File: config.mk
export PLATFORM = sky130hd
export DESIGN_NAME = l2_cache_control_flat
export DESIGN_NICKNAME = d
export VERILOG_FILES = /design/src/rtl/l2_ctrl_pkg.sv /design/src/rtl/l2_cache_control_if.sv /design/src/rtl/l2_perf_counter.sv /design/src/rtl/l2_cache_control.sv /design/src/flat_wrapper.sv
export SDC_FILE = /design/constraint.sdc
export NUM_CORES = 1
export LEC_CHECK = 0
export BUFFER_PORTS_ARGS = -buffer_cell sky130_fd_sc_hd__clkbuf_2
export CORE_ASPECT_RATIO = 1.25
export CORE_MARGIN = 3
export CORE_UTILIZATION = 53
export DETAILED_ROUTE_END_ITERATION = 10
export PLACE_DENSITY = 0.79
export REMOVE_ABC_BUFFERS = 1
export SLEW_MARGIN = 15
export SYNTH_ARGS = -nofsm -noshare
export SYNTH_HDL_FRONTEND = slang
export SYNTH_SLANG_ARGS = --single-unit
File: constraint.sdc
create_clock -name clk -period 2.9 [get_ports clk]
set_input_delay 0.29 -clock clk [delete_from_list [all_inputs] [get_ports clk]]
set_output_delay 0.29 -clock clk [all_outputs]
set_load 0.03 [all_outputs]
File: src/rtl/l2_ctrl_pkg.sv
`default_nettype none
// ============================================================================
//  Package   : l2_ctrl_pkg
//  Purpose   : Shared types and constants for the 2-way L2 cache controller.
//  Revision  : 1.0  initial release
// ============================================================================
package l2_ctrl_pkg;

  localparam int NUM_WAYS  = 2;
  localparam int CNT_WIDTH = 32;

  typedef enum logic [1:0] {
    ST_IDLE      = 2'd0,
    ST_COMPARE   = 2'd1,
    ST_WRITEBACK = 2'd2,
    ST_FILL      = 2'd3
  } l2_state_t;

  // One-hot per-way strobe for a 1-bit way index.
  function automatic logic [NUM_WAYS-1:0] way_onehot(input logic way);
    return way ? 2'b10 : 2'b01;
  endfunction

endpackage
`default_nettype wire

File: src/rtl/l2_cache_control_if.sv
`default_nettype none
// ============================================================================
//  Interface : l2_cache_control_if
//  Purpose   : Upstream/downstream handshakes, array feedback and array
//              control strobes of the L2 cache controller.
//              master = surrounding cache datapath / memories,
//              slave  = the controller.
//  Revision  : 1.0  initial release
// ============================================================================
interface l2_cache_control_if;
  import l2_ctrl_pkg::*;

  // Upstream request/response
  logic                 mem_read;
  logic                 mem_write;
  logic                 mem_resp;
  // Physical memory handshake
  logic                 pmem_read;
  logic                 pmem_write;
  logic                 pmem_resp;
  // Array feedback
  logic [NUM_WAYS-1:0]  hit;
  logic [NUM_WAYS-1:0]  dirty;
  logic                 lru;
  // Array control
  logic                 array_read;
  logic [NUM_WAYS-1:0]  tag_load;
  logic [NUM_WAYS-1:0]  valid_load;
  logic [NUM_WAYS-1:0]  dirty_load;
  logic [NUM_WAYS-1:0]  data_load;
  logic                 dirty_in;
  logic                 lru_load;
  logic                 lru_in;
  logic                 data_in_sel;
  logic                 pmem_addr_sel;
  // Performance counters
  logic [CNT_WIDTH-1:0] hit_count;
  logic [CNT_WIDTH-1:0] miss_count;

  modport master (
    output mem_read, mem_write, pmem_resp, hit, dirty, lru,
    input  mem_resp, pmem_read, pmem_write, array_read, tag_load, valid_load,
           dirty_load, data_load, dirty_in, lru_load, lru_in, data_in_sel,
           pmem_addr_sel, hit_count, miss_count
  );

  modport slave (
    input  mem_read, mem_write, pmem_resp, hit, dirty, lru,
    output mem_resp, pmem_read, pmem_write, array_read, tag_load, valid_load,
           dirty_load, data_load, dirty_in, lru_load, lru_in, data_in_sel,
           pmem_addr_sel, hit_count, miss_count
  );

endinterface
`default_nettype wire

File: src/rtl/l2_perf_counter.sv
`default_nettype none
// ============================================================================
//  Module    : l2_perf_counter
//  Purpose   : Saturating event counter with clear and preload inputs.
//              Clear has priority over load, load over increment.
//  Revision  : 1.0  initial release
// ============================================================================
module l2_perf_counter
  import l2_ctrl_pkg::*;
#(
  parameter int WIDTH = CNT_WIDTH
) (
  input  logic             clk,
  input  logic             rst,
  input  logic             inc_i,
  input  logic             clr_i,
  input  logic             load_i,
  input  logic [WIDTH-1:0] load_val_i,
  output logic [WIDTH-1:0] count_o
);

  localparam logic [WIDTH-1:0] C_ONE = {{(WIDTH-1){1'b0}}, 1'b1};

  logic [WIDTH-1:0] count_q;
  logic [WIDTH-1:0] count_d;

  // Next count: hold at all-ones instead of wrapping.
  always_comb begin
    count_d = count_q;
    if (clr_i) begin
      count_d = '0;
    end else if (load_i) begin
      count_d = load_val_i;
    end else if (inc_i && (count_q != '1)) begin
      count_d = count_q + C_ONE;
    end
  end

  // Count register with synchronous reset.
  always_ff @(posedge clk) begin
    if (rst) begin
      count_q <= '0;
    end else begin
      count_q <= count_d;
    end
  end

  assign count_o = count_q;

endmodule
`default_nettype wire

File: src/rtl/l2_cache_control.sv
`default_nettype none
// ============================================================================
//  Module    : l2_cache_control
//  Purpose   : Sequencing FSM for the 2-way set-associative L2 cache.
//              Drives array strobes and datapath muxes, the upstream
//              request/response handshake, the pmem writeback/fill
//              handshake, and saturating hit/miss counters.
//  Revision  : 1.0  initial release
// ============================================================================
module l2_cache_control
  import l2_ctrl_pkg::*;
(
  input  logic               clk,
  input  logic               rst,
  l2_cache_control_if.slave  cache_if
);

  l2_state_t state_q, state_d;
  logic      victim_q, victim_d;   // way chosen for eviction on a miss
  logic      refill_q, refill_d;   // set while the post-fill COMPARE runs

  logic req_w;
  logic hit_any_w;
  logic hit_way_w;
  logic write_w;

  logic                o_mem_resp;
  logic                o_pmem_read;
  logic                o_pmem_write;
  logic                o_array_read;
  logic [NUM_WAYS-1:0] o_tag_load;
  logic [NUM_WAYS-1:0] o_valid_load;
  logic [NUM_WAYS-1:0] o_dirty_load;
  logic [NUM_WAYS-1:0] o_data_load;
  logic                o_dirty_in;
  logic                o_lru_load;
  logic                o_lru_in;
  logic                o_data_in_sel;
  logic                o_pmem_addr_sel;

  logic hit_inc_w;
  logic miss_inc_w;

  assign req_w     = cache_if.mem_read | cache_if.mem_write;
  assign hit_any_w = |cache_if.hit;
  // Way 0 wins if both ways ever report a hit.
  assign hit_way_w = ~cache_if.hit[0];
  // Read and write together is handled as a write.
  assign write_w   = cache_if.mem_write;

  // Next-state logic: state, victim latch and refill flag.
  always_comb begin
    state_d  = state_q;
    victim_d = victim_q;
    refill_d = refill_q;
    case (state_q)
      ST_IDLE: begin
        refill_d = 1'b0;
        if (req_w) begin
          state_d = ST_COMPARE;
        end
      end
      ST_COMPARE: begin
        if (hit_any_w) begin
          state_d = ST_IDLE;
        end else begin
          victim_d = cache_if.lru;
          state_d  = cache_if.dirty[cache_if.lru] ? ST_WRITEBACK : ST_FILL;
        end
      end
      ST_WRITEBACK: begin
        if (cache_if.pmem_resp) begin
          state_d = ST_FILL;
        end
      end
      ST_FILL: begin
        if (cache_if.pmem_resp) begin
          state_d  = ST_COMPARE;
          refill_d = 1'b1;
        end
      end
      default: state_d = ST_IDLE;
    endcase
  end

  // Output decode: array strobes, mux selects and handshakes per state.
  always_comb begin
    o_mem_resp      = 1'b0;
    o_pmem_read     = 1'b0;
    o_pmem_write    = 1'b0;
    o_array_read    = 1'b0;
    o_tag_load      = '0;
    o_valid_load    = '0;
    o_dirty_load    = '0;
    o_data_load     = '0;
    o_dirty_in      = 1'b0;
    o_lru_load      = 1'b0;
    o_lru_in        = 1'b0;
    o_data_in_sel   = 1'b0;
    o_pmem_addr_sel = 1'b0;
    case (state_q)
      ST_IDLE: begin
        o_array_read = req_w;
      end
      ST_COMPARE: begin
        if (hit_any_w) begin
          o_mem_resp = 1'b1;
          o_lru_load = 1'b1;
          o_lru_in   = ~hit_way_w;
          if (write_w) begin
            o_data_load  = way_onehot(hit_way_w);
            o_dirty_load = way_onehot(hit_way_w);
            o_dirty_in   = 1'b1;
          end
        end
      end
      ST_WRITEBACK: begin
        o_pmem_write    = 1'b1;
        o_pmem_addr_sel = 1'b1;
        if (cache_if.pmem_resp) begin
          o_dirty_load = way_onehot(victim_q);
        end
      end
      ST_FILL: begin
        o_pmem_read = 1'b1;
        if (cache_if.pmem_resp) begin
          o_data_load   = way_onehot(victim_q);
          o_tag_load    = way_onehot(victim_q);
          o_valid_load  = way_onehot(victim_q);
          o_dirty_load  = way_onehot(victim_q);
          o_data_in_sel = 1'b1;
          // Re-read so the same-index write-forward presents the new line.
          o_array_read  = 1'b1;
        end
      end
      default: ;
    endcase
  end

  // FSM state register with synchronous reset.
  always_ff @(posedge clk) begin
    if (rst) begin
      state_q  <= ST_IDLE;
      victim_q <= 1'b0;
      refill_q <= 1'b0;
    end else begin
      state_q  <= state_d;
      victim_q <= victim_d;
      refill_q <= refill_d;
    end
  end

  // The post-fill COMPARE is not a new access; only the first COMPARE counts.
  assign hit_inc_w  = (state_q == ST_COMPARE) &  hit_any_w & ~refill_q;
  assign miss_inc_w = (state_q == ST_COMPARE) & ~hit_any_w & ~refill_q;

  l2_perf_counter #(.WIDTH(CNT_WIDTH)) u_hit_cnt (
    .clk        (clk),
    .rst        (rst),
    .inc_i      (hit_inc_w),
    .clr_i      (1'b0),
    .load_i     (1'b0),
    .load_val_i ('0),
    .count_o    (cache_if.hit_count)
  );

  l2_perf_counter #(.WIDTH(CNT_WIDTH)) u_miss_cnt (
    .clk        (clk),
    .rst        (rst),
    .inc_i      (miss_inc_w),
    .clr_i      (1'b0),
    .load_i     (1'b0),
    .load_val_i ('0),
    .count_o    (cache_if.miss_count)
  );

  assign cache_if.mem_resp      = o_mem_resp;
  assign cache_if.pmem_read     = o_pmem_read;
  assign cache_if.pmem_write    = o_pmem_write;
  assign cache_if.array_read    = o_array_read;
  assign cache_if.tag_load      = o_tag_load;
  assign cache_if.valid_load    = o_valid_load;
  assign cache_if.dirty_load    = o_dirty_load;
  assign cache_if.data_load     = o_data_load;
  assign cache_if.dirty_in      = o_dirty_in;
  assign cache_if.lru_load      = o_lru_load;
  assign cache_if.lru_in        = o_lru_in;
  assign cache_if.data_in_sel   = o_data_in_sel;
  assign cache_if.pmem_addr_sel = o_pmem_addr_sel;

endmodule
`default_nettype wire
File: src/flat_wrapper.sv
// flat-port wrapper written by rule: the top's interface ports become plain ports
module l2_cache_control_flat import l2_ctrl_pkg::*;
  (clk, rst, cache_if_mem_read, cache_if_mem_write, cache_if_pmem_resp, cache_if_hit, cache_if_dirty, cache_if_lru, cache_if_mem_resp, cache_if_pmem_read, cache_if_pmem_write, cache_if_array_read, cache_if_tag_load, cache_if_valid_load, cache_if_dirty_load, cache_if_data_load, cache_if_dirty_in, cache_if_lru_load, cache_if_lru_in, cache_if_data_in_sel, cache_if_pmem_addr_sel, cache_if_hit_count, cache_if_miss_count);
  l2_cache_control_if cache_if_i ();
  input  logic clk;
  input  logic rst;
  input wire logic [$bits(cache_if_i.mem_read)-1:0] cache_if_mem_read;
  input wire logic [$bits(cache_if_i.mem_write)-1:0] cache_if_mem_write;
  input wire logic [$bits(cache_if_i.pmem_resp)-1:0] cache_if_pmem_resp;
  input wire logic [$bits(cache_if_i.hit)-1:0] cache_if_hit;
  input wire logic [$bits(cache_if_i.dirty)-1:0] cache_if_dirty;
  input wire logic [$bits(cache_if_i.lru)-1:0] cache_if_lru;
  output wire logic [$bits(cache_if_i.mem_resp)-1:0] cache_if_mem_resp;
  output wire logic [$bits(cache_if_i.pmem_read)-1:0] cache_if_pmem_read;
  output wire logic [$bits(cache_if_i.pmem_write)-1:0] cache_if_pmem_write;
  output wire logic [$bits(cache_if_i.array_read)-1:0] cache_if_array_read;
  output wire logic [$bits(cache_if_i.tag_load)-1:0] cache_if_tag_load;
  output wire logic [$bits(cache_if_i.valid_load)-1:0] cache_if_valid_load;
  output wire logic [$bits(cache_if_i.dirty_load)-1:0] cache_if_dirty_load;
  output wire logic [$bits(cache_if_i.data_load)-1:0] cache_if_data_load;
  output wire logic [$bits(cache_if_i.dirty_in)-1:0] cache_if_dirty_in;
  output wire logic [$bits(cache_if_i.lru_load)-1:0] cache_if_lru_load;
  output wire logic [$bits(cache_if_i.lru_in)-1:0] cache_if_lru_in;
  output wire logic [$bits(cache_if_i.data_in_sel)-1:0] cache_if_data_in_sel;
  output wire logic [$bits(cache_if_i.pmem_addr_sel)-1:0] cache_if_pmem_addr_sel;
  output wire logic [$bits(cache_if_i.hit_count)-1:0] cache_if_hit_count;
  output wire logic [$bits(cache_if_i.miss_count)-1:0] cache_if_miss_count;
  assign cache_if_i.mem_read = cache_if_mem_read;
  assign cache_if_i.mem_write = cache_if_mem_write;
  assign cache_if_i.pmem_resp = cache_if_pmem_resp;
  assign cache_if_i.hit = cache_if_hit;
  assign cache_if_i.dirty = cache_if_dirty;
  assign cache_if_i.lru = cache_if_lru;
  assign cache_if_mem_resp = cache_if_i.mem_resp;
  assign cache_if_pmem_read = cache_if_i.pmem_read;
  assign cache_if_pmem_write = cache_if_i.pmem_write;
  assign cache_if_array_read = cache_if_i.array_read;
  assign cache_if_tag_load = cache_if_i.tag_load;
  assign cache_if_valid_load = cache_if_i.valid_load;
  assign cache_if_dirty_load = cache_if_i.dirty_load;
  assign cache_if_data_load = cache_if_i.data_load;
  assign cache_if_dirty_in = cache_if_i.dirty_in;
  assign cache_if_lru_load = cache_if_i.lru_load;
  assign cache_if_lru_in = cache_if_i.lru_in;
  assign cache_if_data_in_sel = cache_if_i.data_in_sel;
  assign cache_if_pmem_addr_sel = cache_if_i.pmem_addr_sel;
  assign cache_if_hit_count = cache_if_i.hit_count;
  assign cache_if_miss_count = cache_if_i.miss_count;
  l2_cache_control u_core (.clk(clk), .rst(rst), .cache_if(cache_if_i));
endmodule
==> results of run 1 <==
Yosys cell counts, drive strengths merged (2+ instances only):
| cell type | instances |
|---|---|
| a211oi | 8 |
| a21oi | 45 |
| and2 | 3 |
| and3 | 5 |
| and4 | 12 |
| buf | 9 |
| clkbuf | 15 |
| dfxtp | 68 |
| ha | 7 |
| inv | 15 |
| mux2i | 2 |
| nand2 | 23 |
| nand3 | 23 |
| nand4 | 21 |
| nor2 | 35 |
| nor3 | 4 |
| nor4 | 9 |
| nor4b | 2 |
| o211ai | 6 |
| o21ai | 36 |
| o31ai | 8 |
| or2 | 3 |
| or3 | 31 |
| or3b | 2 |
| or4 | 12 |
| xnor2 | 15 |
| xor2 | 10 |
worst paths after layout:
kind                                   startpoint                       endpoint  slack, ps  cells past startpoint
worst max register to register  u_core.state_q[1]  u_core.u_miss_cnt.count_o[27]        580                      7
worst min-delay path                 cache_if_lru                u_core.victim_q        230                      3
worst max-delay path            u_core.state_q[1]  u_core.u_miss_cnt.count_o[27]        580                      7
worst min register to register  u_core.state_q[1]              u_core.state_q[1]        510                      2
cells in the final DEF, fill, tap and decap left out, types with 8 or more instances in the layout:
master    Yosys  final
a211oi_1      8      8
a21oi_1      45     45
and4_1       12     12
clkbuf_2      0     90
clkbuf_8      0     11
dfxtp_1      68     68
inv_1        15     15
nand2_1      23     23
nand3_1      23     23
nand4_1      20     20
nor2_1       35     35
nor4_1        8      8
o21ai_0      30     30
or3_1        30     30
or4_1        10     10
xnor2_1      15     15
xor2_1       10     10
power by group through the flow:
stage                     logic (W)  registers [W]  clock network [W]
final                      0.000127       0.000947           0.000781
after floorplan           0.0000691       0.000973                  0
after global placement     0.000124       0.000968                  0
after CTS                  0.000128       0.000947           0.000791
after global routing       0.000138       0.000947           0.000840
after detailed placement   0.000127       0.000968                  0
cell families after synthesis:
family | count (synthesis) | share of synthesized area [%]
and+or+nand+nor | 188 | 30.65
AOI/OAI and AO/OA | 110 | 18.37
DFF | 68 | 37.22
buffers and inverters | 39 | 4.824
xor gates and xnor gates | 25 | 5.987
adders and majority gates | 7 | 2.395
muxes | 2 | 0.5474
state kept, by name, indices dropped and copies added (netlist names):
name and count:
u_core.refill_q 1, u_core.state_q 2, u_core.u_hit_cnt.count_o 32, u_core.u_miss_cnt.count_o 32, u_core.victim_q 1
metrics by stage:
stage | power (W) | setup WS, ps | instances | area (um^2)
floorplan | 0.001042 | 464.8 | 415 | 3537
global placement | 0.001092 | 706.3 | 597 | 4134
detailed placement | 0.001095 | 621.4 | 597 | 4134
CTS | 0.001865 | 580.2 | 611 | 4324
global route | 0.001924 | 412.7 | 611 | 4324
finish | 0.001855 | 582.8 | 611 | 4324
layer usage:
metal	wire, um	part of all wire, %
met1	3890	44
met2	4300	49
met3	473	5.4
met4	112	1.3
met5	0	0
critical path: cells and delay by family (launching register included):
family	cells	cell delay, ps
AND/OR/NAND/NOR	4	1360
adder cells (fa/ha/maj)	1	290
AO/OA/AOI/OAI	1	150
buffers and inverters	1	110
flip-flops	1	340
cell type report:
cell class                 instances  share of cell area [%]
clock inverter                     2                  0.8102
multi-input combinational        332                   49.02
sequential                        68                   31.48
tap                               87                   2.517
timing repair buffer              95                   11.28
clock buffer                      12                   3.588
inverter                          15                   1.302
==> impl_metrics.tcl, run 1 <==
set metrics [dict create \
    grt_pass1_wl_um 14590 \
    max-cap-violations 0 \
    area_delta_synth_final_pct 18.23 \
    grt_setup_unrepaired "no" \
    dieArea_um2 7940 \
    synth_top_area_cell "dfxtp_1" \
    tightest_slew_ps 802.3 \
    ys_ff_latch 68 \
    vias_per_cell 5.902 \
    synth-warning-count 0 \
    htree_levels 3 \
    fin_nets 538 \
    core_um2 6648 \
    clk_path_buf_depth 2 \
    post-route-util_pct 65.05 \
    cp.required_ps 3170 \
    register_area_um2 1361 \
    multi_input_area_um2 2120 \
    initial_core_util_pct 55.02 \
    synth.avg_cell_area_um2 8.331 \
    nFillCells 563 \
    antenna_found_initial 0 \
    holdWs_ps 226.7 \
    grt.total_usage_pct 22.49 \
    layout-drive-gt1-share_pct 24.24 \
    status "completed" \
    synth-edff-count 0 \
    switching_share_pct 23.85 \
    pin_count 91 \
    period_share_pct 79.90 \
    gr-usage-met1_pct 28.90 \
    critPathSlowestCell "or4_1" \
    cpPeakStageDelay_ps 480 \
    end_kind "flip-flop" \
    ys.flop_type "dfxtp_1" \
    p_sw_w 0.0004423 \
    synth_area_um2 3657 \
    path_max_fanout 6 \
    slew-limit-headroom_pct 46.02 \
    vias 3606 \
    netlist_top_cells_area "dfxtp_1 37%, a21oi_1 6.2%, or3_1 5.1%" \
    synth-async-reset-ratio_pct 0 \
    finalCriticalPeriod_ps 2317 \
    peakVddDrop_uv 272.6 \
    die_x_um 80.30 \
    rows 33 \
    worstSkewPairLatency_ps 340 \
    cts_resized 0 \
    grt_util_met2_pct 36.73 \
    grt_pass1_vias 3243 \
    numPortBuffers 90 \
    p_leak_nw 1.580 \
    p_per_area_nw_per_um2 428.9 \
    drt_iter0_markers 154 \
    cts-root-buf "clkbuf_8" \
    grt_max_degree 27 \
    routed_wirelength_um 8776 \
    internal-power_w 0.001412 \
    syn_inst 439 \
    cp-start-kind "flip-flop" \
    synth_cell_types 52 \
    drc 0 \
    cp.arrival_ps 2590 \
    crit_type "flip-flop to flip-flop" \
    grtUsageMet3_pct 4.113 \
    antenna_cells 0 \
    post_cts_buffers 0 \
    ys_seq_area_share_pct 37.22 \
    worstPathCellList "inv_1 -> ha_1 -> nor4b_4 -> and4_1 -> nand3_1 -> or4_1 -> a21oi_1" \
    drt_first_pass_iters 4 \
    post-dp-hpwl_um 6415 \
    power_frac_seq_pct 51.1 \
    fin_worst_skew_ps 8.694 \
    top_usage_layer "met2" \
    netlist.area_leader.share_pct 37.22 \
    maxSlewViolCount 0 \
    path_clk_slew_ps 70 \
    cts_tree "built" \
    combinationalPowerShare_pct 6.9 \
    setup_viol 0 \
    fin_setup_tns_ps 0 \
    overflow 0 \
    hp-class "primary input to flip-flop" \
    hold_viol_final 0 \
    fmax_ghz 0.4316 \
    wire_per_inst_um 14.36 \
    die_h_um 98.88 \
    cts_buffers 9 \
    cts.sinks 68 \
    gp_congestion 0.8814 \
    cts.hold.buffers_added 0 \
    ant_nets 0 \
    clkPwrFrac_pct 42.1 \
]
No activity file was read; power rests on OpenSTA's default activity.
==> run 2, diff against run 1 <==
CORE_UTILIZATION = 48   (was 53)
PLACE_DENSITY = 0.76   (was 0.79)
clock period = 1.9 ns   (was 2.9 ns; I/O delays follow)
==> run 2 against run 1 <==
Net effect: the flow now finishes with violations (negative setup slack); count of clock-buffer cells in the layout unchanged; sequential cell count unchanged; fmax increased by 11%; register-to-register slack got worse by 770 ps; cell count increased by 17%; sequential power increased by 52%; utilization increased by 12 points; via count increased by 19%; power increased by 76%; worst hold slack got worse by 120 ps; critical endpoint is now u_core.u_miss_cnt.count_o[30].
==> impl_metrics.tcl, run 2 (synthesized netlist as in run 1, its figures left out) <==
set metrics [dict create \
    overflow 0 \
    path_max_fanout 3 \
    cp.required_ps 2200 \
    period_share_pct 109.9 \
    cts_buffers 9 \
    gp_congestion 0.9543 \
    worstSkewPairLatency_ps 360 \
    initial_core_util_pct 50.87 \
    drc 0 \
    setup_slack_ps -188.9 \
    setup_viol 34 \
    cp-start-kind "flip-flop" \
    fin_nets 636 \
    wire_per_inst_um 17.82 \
    total_power_w 0.003265 \
    hold_viol_final 0 \
    final_common_cell "buf_4" \
    fmax_ghz 0.4787 \
    rows 34 \
    cp.arrival_ps 2390 \
    r2r_cells 8 \
    nFillCells 444 \
    cts-root-buf "clkbuf_8" \
    antenna_cells 0 \
    crit_type "flip-flop to flip-flop" \
    fin_worst_skew_ps 8.957 \
    stdcell_count 714 \
    pre_cts_ws_ps -189.3 \
    ant_nets 0 \
    routed_wirelength_um 12730 \
    finalCriticalPeriod_ps 2089 \
    slew-limit-headroom_pct 64.29 \
    vias_per_cell 6.022 \
    drt_first_pass_iters 4 \
    p_per_area_nw_per_um2 586.4 \
    r2r_start "u_core.state_q[1]" \
    die_x_um 84.08 \
    htree_levels 3 \
    die_h_um 103.6 \
    cts_tree "built" \
    status "complete, but fails checks" \
    end_kind "flip-flop" \
    pin_count 91 \
    numPortBuffers 90 \
    violations "negative setup slack" \
    hp-class "primary input to flip-flop" \
    dp.cells 681 \
    grt_max_degree 36 \
    grt_setup_unrepaired "yes" \
    maxSlewViolCount 0 \
    dieArea_um2 8709 \
    layout-drive-gt1-share_pct 46.63 \
    crit_start "u_core.state_q[1]" \
    holdWs_ps 106.7 \
    antenna_found_initial 0 \
    grt_pass1_vias 4031 \
    vias 4300 \
    post-dp-hpwl_um 7793 \
    max-cap-violations 0 \
    cts.sinks 68 \
    most-common-layout-cells "95 x buf_4, 85 x clkbuf_2, 52 x dfxtp_1" \
    tightest_slew_ps 533.9 \
    grt_pass1_wl_um 18860 \
    area_delta_synth_final_pct 52.24 \
    grt.total_usage_pct 25.86 \
    holdPathStages 3 \
    fin_setup_tns_ps -2796 \
    p_leak_nw 2.219 \
    path_clk_slew_ps 70 \
    peakVddDrop_uv 489.8 \
    core_um2 7189 \
    drt_iter0_markers 289 \
    worstHoldStart "cache_if_lru" \
    clk_path_buf_depth 2 \
]
## run 2: changes by cell type in the layout (fill, tap and decap cells not counted), sizes merged
cell	before	now
buf	5	105
bufinv	1	3
clkbuf	102	100
## run 2: final timing paths
path                                                      end  slack (ps)
worst max-delay path            u_core.u_miss_cnt.count_o[30]        -190
worst min-delay path                          u_core.victim_q         110
worst max register to register  u_core.u_miss_cnt.count_o[30]        -190
worst min register to register   u_core.u_miss_cnt.count_o[5]         500
## run 2: critical path, cell delays in order, from the launching register on
cell and delay, ps:
dfxtp_2 330, inv_2 70, ha_4 160, nor4b_4 330, buf_4 180, and4_4 240, nand4_1 170, or3_4 450
a21oi_2 110
## run 2: layout make-up
class	instances	area (um^2)	share of cell area [%]
Sequential cell	68	1386	24.90
Clock buffer	12	155.1	2.787
Inverter	15	61.31	1.101
Multi-Input combinational cell	332	2465	44.27
Tap cell	90	112.6	2.022
Clock inverter	4	95.09	1.708
Timing Repair Buffer	193	1292	23.21
## run 2: layer usage
layer | GRT usage (%) | part of all wire [%] | vias to the layer above
met5 | 0 | 0 | -
met4 | 11.38 | 3.2 | 0
met3 | 4.925 | 7.6 | 46
met2 | 45.20 | 52 | 226
met1 | 30.29 | 37 | 2040
li1 | - | - | 1988
## run 2: timing repair
| action | in CTS | in global routing |
|---|---|---|
| hold buffers | 0 | 0 |
| endpoints found under the setup margin | 57 | 60 |
| pin swaps | 16 | 39 |
| gates cloned | 0 | 1 |
| buffers inserted | 4 | 13 |
| gates resized for setup | 45 | 72 |
## run 2: power breakdown
group | leakage, nW | internal, W | total (W) | switching (W)
clock | 0.127 | 0.000943 | 0.00152 | 0.000582
combinational | 1.54 | 0.000117 | 0.000295 | 0.000178
sequential | 0.556 | 0.00143 | 0.00144 | 0.0000115
## run 2: through the flow
stage                     area, um^2  util (%)
after floorplan                 3537         -
after global placement          4758     66.19
after detailed placement        4758     66.19
after CTS                       5243     72.92
after global routing            5568     77.45
final                           5568     77.45
==> run 3, diff against run 2 <==
CORE_UTILIZATION = 58   (was 48)
PLACE_DENSITY = 0.86   (was 0.76)
clock period = 2.5 ns   (was 1.9 ns; I/O delays follow)
==> run 3 against run 2 <==
Net effect: the flow now finishes without violations; first-iteration DRC count down 31%; via count is 16% lower; worst hold slack better by 64 ps; fmax fell by 8.1%; setup slack gained 420 ps; cell count fell by 15%; critical path depth is 1 lower; critical path type unchanged; largest cell class unchanged; highest routed layer unchanged.
==> impl_metrics.tcl, run 3 (synthesized netlist as in run 1, its figures left out) <==
set metrics [dict create \
    final_common_cell "clkbuf_2" \
    fin_setup_tns_ps 0 \
    dieArea_um2 7300 \
    hold_viol_final 0 \
    grt_setup_unrepaired "no" \
    vias_per_cell 5.975 \
    worstPathCellList "inv_1 -> ha_1 -> nor4b_4 -> and4_1 -> nand3_1 -> or4_1 -> a21oi_1" \
    initial_core_util_pct 61.63 \
    combinationalPowerShare_pct 6.9 \
    cp-start-kind "flip-flop" \
    cpPeakStageDelay_ps 480 \
    htree_levels 3 \
    cts-root-buf "clkbuf_8" \
    grt_max_degree 38 \
    path_max_fanout 6 \
    cts.sinks 68 \
    crit_type "flip-flop to flip-flop" \
    switching_share_pct 23.73 \
    maxSlewViolCount 0 \
    power_frac_seq_pct 51.1 \
    register_area_um2 1361 \
    clkPwrFrac_pct 42.0 \
    cts_buffers 9 \
    cts_tree "built" \
    peakVddDrop_uv 327.3 \
    fin_worst_skew_ps 8.125 \
    antenna_cells 0 \
    grt_pass1_vias 3380 \
    rows 31 \
    hp-class "primary input to flip-flop" \
    numPortBuffers 90 \
    overflow 0 \
    period_share_pct 90.94 \
    nFillCells 474 \
    drt_iter0_markers 198 \
    drc 0 \
    wire_per_inst_um 14.93 \
    finalCriticalPeriod_ps 2274 \
    cp.required_ps 2770 \
    p_sw_w 0.0005097 \
    multi_input_area_um2 2120 \
    area_delta_synth_final_pct 18.47 \
    path_clk_slew_ps 70 \
    setup_viol 0 \
    drt_first_pass_iters 4 \
    clk_path_buf_depth 2 \
    die_x_um 77.03 \
    fin_nets 540 \
    antenna_found_initial 0 \
    critPathSlowestCell "or4_1" \
    ant_nets 0 \
    internal-power_w 0.001639 \
    end_kind "flip-flop" \
    post-dp-hpwl_um 6565 \
    layout-drive-gt1-share_pct 24.52 \
    tightest_slew_ps 807.7 \
    vias 3633 \
    p_leak_nw 1.591 \
    most-common-layout-cells "90 x clkbuf_2, 68 x dfxtp_1, 45 x a21oi_1" \
    grt.total_usage_pct 25.72 \
    post-route-util_pct 73.01 \
    pin_count 91 \
    max-cap-violations 0 \
    worstSkewPairLatency_ps 350 \
    p_per_area_nw_per_um2 495.8 \
    routed_wirelength_um 9076 \
    die_h_um 94.78 \
    slew-limit-headroom_pct 46.15 \
    grt_pass1_wl_um 15320 \
    fmax_ghz 0.4398 \
    core_um2 5934 \
    gp_congestion 0.8702 \
    cp.arrival_ps 2540 \
    status "completed" \
]
==> run 3: changes by cell type in the layout (fill, tap and decap cells not counted), sizes merged <==
cell    delta
buf       -98
bufinv     -2
clkbuf     +2
==> run 3: repair_timing <==
action | 4_1_cts | 5_1_grt
setup buffers | 0 | 1
endpoints found under the setup margin | 0 | 1
hold buffers | 0 | 0
resized for setup | 0 | 0
==> run 3: stage by stage <==
stage	instances	setup slack [ps]	power, W	instance area, um^2	hold slack [ps]
detailed placement	593	211.5	0.001269	4135	489.5
floorplan	415	64.85	0.001209	3537	319.1
CTS	607	188.3	0.002154	4325	177.8
global route	608	56.23	0.002218	4333	237.7
finish	608	226.5	0.002148	4333	170.8
global placement	593	303.3	0.001266	4135	473.6
==> run 3: routing by layer <==
layer	track usage (%)	vias to the layer above	wire length, um	part of all wire, %
met1	30.27	1692	3772	42
met2	44.99	118	4568	50
met4	12.17	0	209	2.3
li1	-	1801	-	-
met5	0	-	0	0
met3	5.248	22	526	5.8
==> run 3: path summary, 6_finish.rpt <==
kind | from | end | slack [ps] | cells after the start
hold / removal | cache_if_lru | u_core.victim_q | 170 | 3
setup / recovery | u_core.state_q[1] | u_core.u_miss_cnt.count_o[27] | 230 | 7
hold reg to reg | u_core.u_hit_cnt.count_o[23] | u_core.u_hit_cnt.count_o[23] | 500 | 2
setup reg to reg | u_core.state_q[1] | u_core.u_miss_cnt.count_o[27] | 230 | 7
==> run 3: power groups by stage <==
stage               clock network, W   logic, W  registers, W
floorplan                          0  0.0000801       0.00113
global placement                   0   0.000144       0.00112
detailed placement                 0   0.000146       0.00112
CTS                         0.000909   0.000147       0.00110
global route                0.000957   0.000162       0.00110
finish                      0.000902   0.000147       0.00110
==> run 3: cell type report <==
type                       count  area share (%)
inverter                      15           1.299
clock inverter                 2          0.8085
clock buffer                  12           3.581
tap                           82           2.368
timing repair buffer          97           11.61
multi-input combinational    332           48.92
sequential                    68           31.42
==> run 3: critical path: cells and delay by family, from the launching register on <==
family / cells / cell delay, ps
AO/OA/AOI/OAI: 1 / 150
buffers and inverters: 1 / 110
adder cells (fa/ha/maj): 1 / 280
AND/OR/NAND/NOR: 4 / 1310
flip-flops: 1 / 350
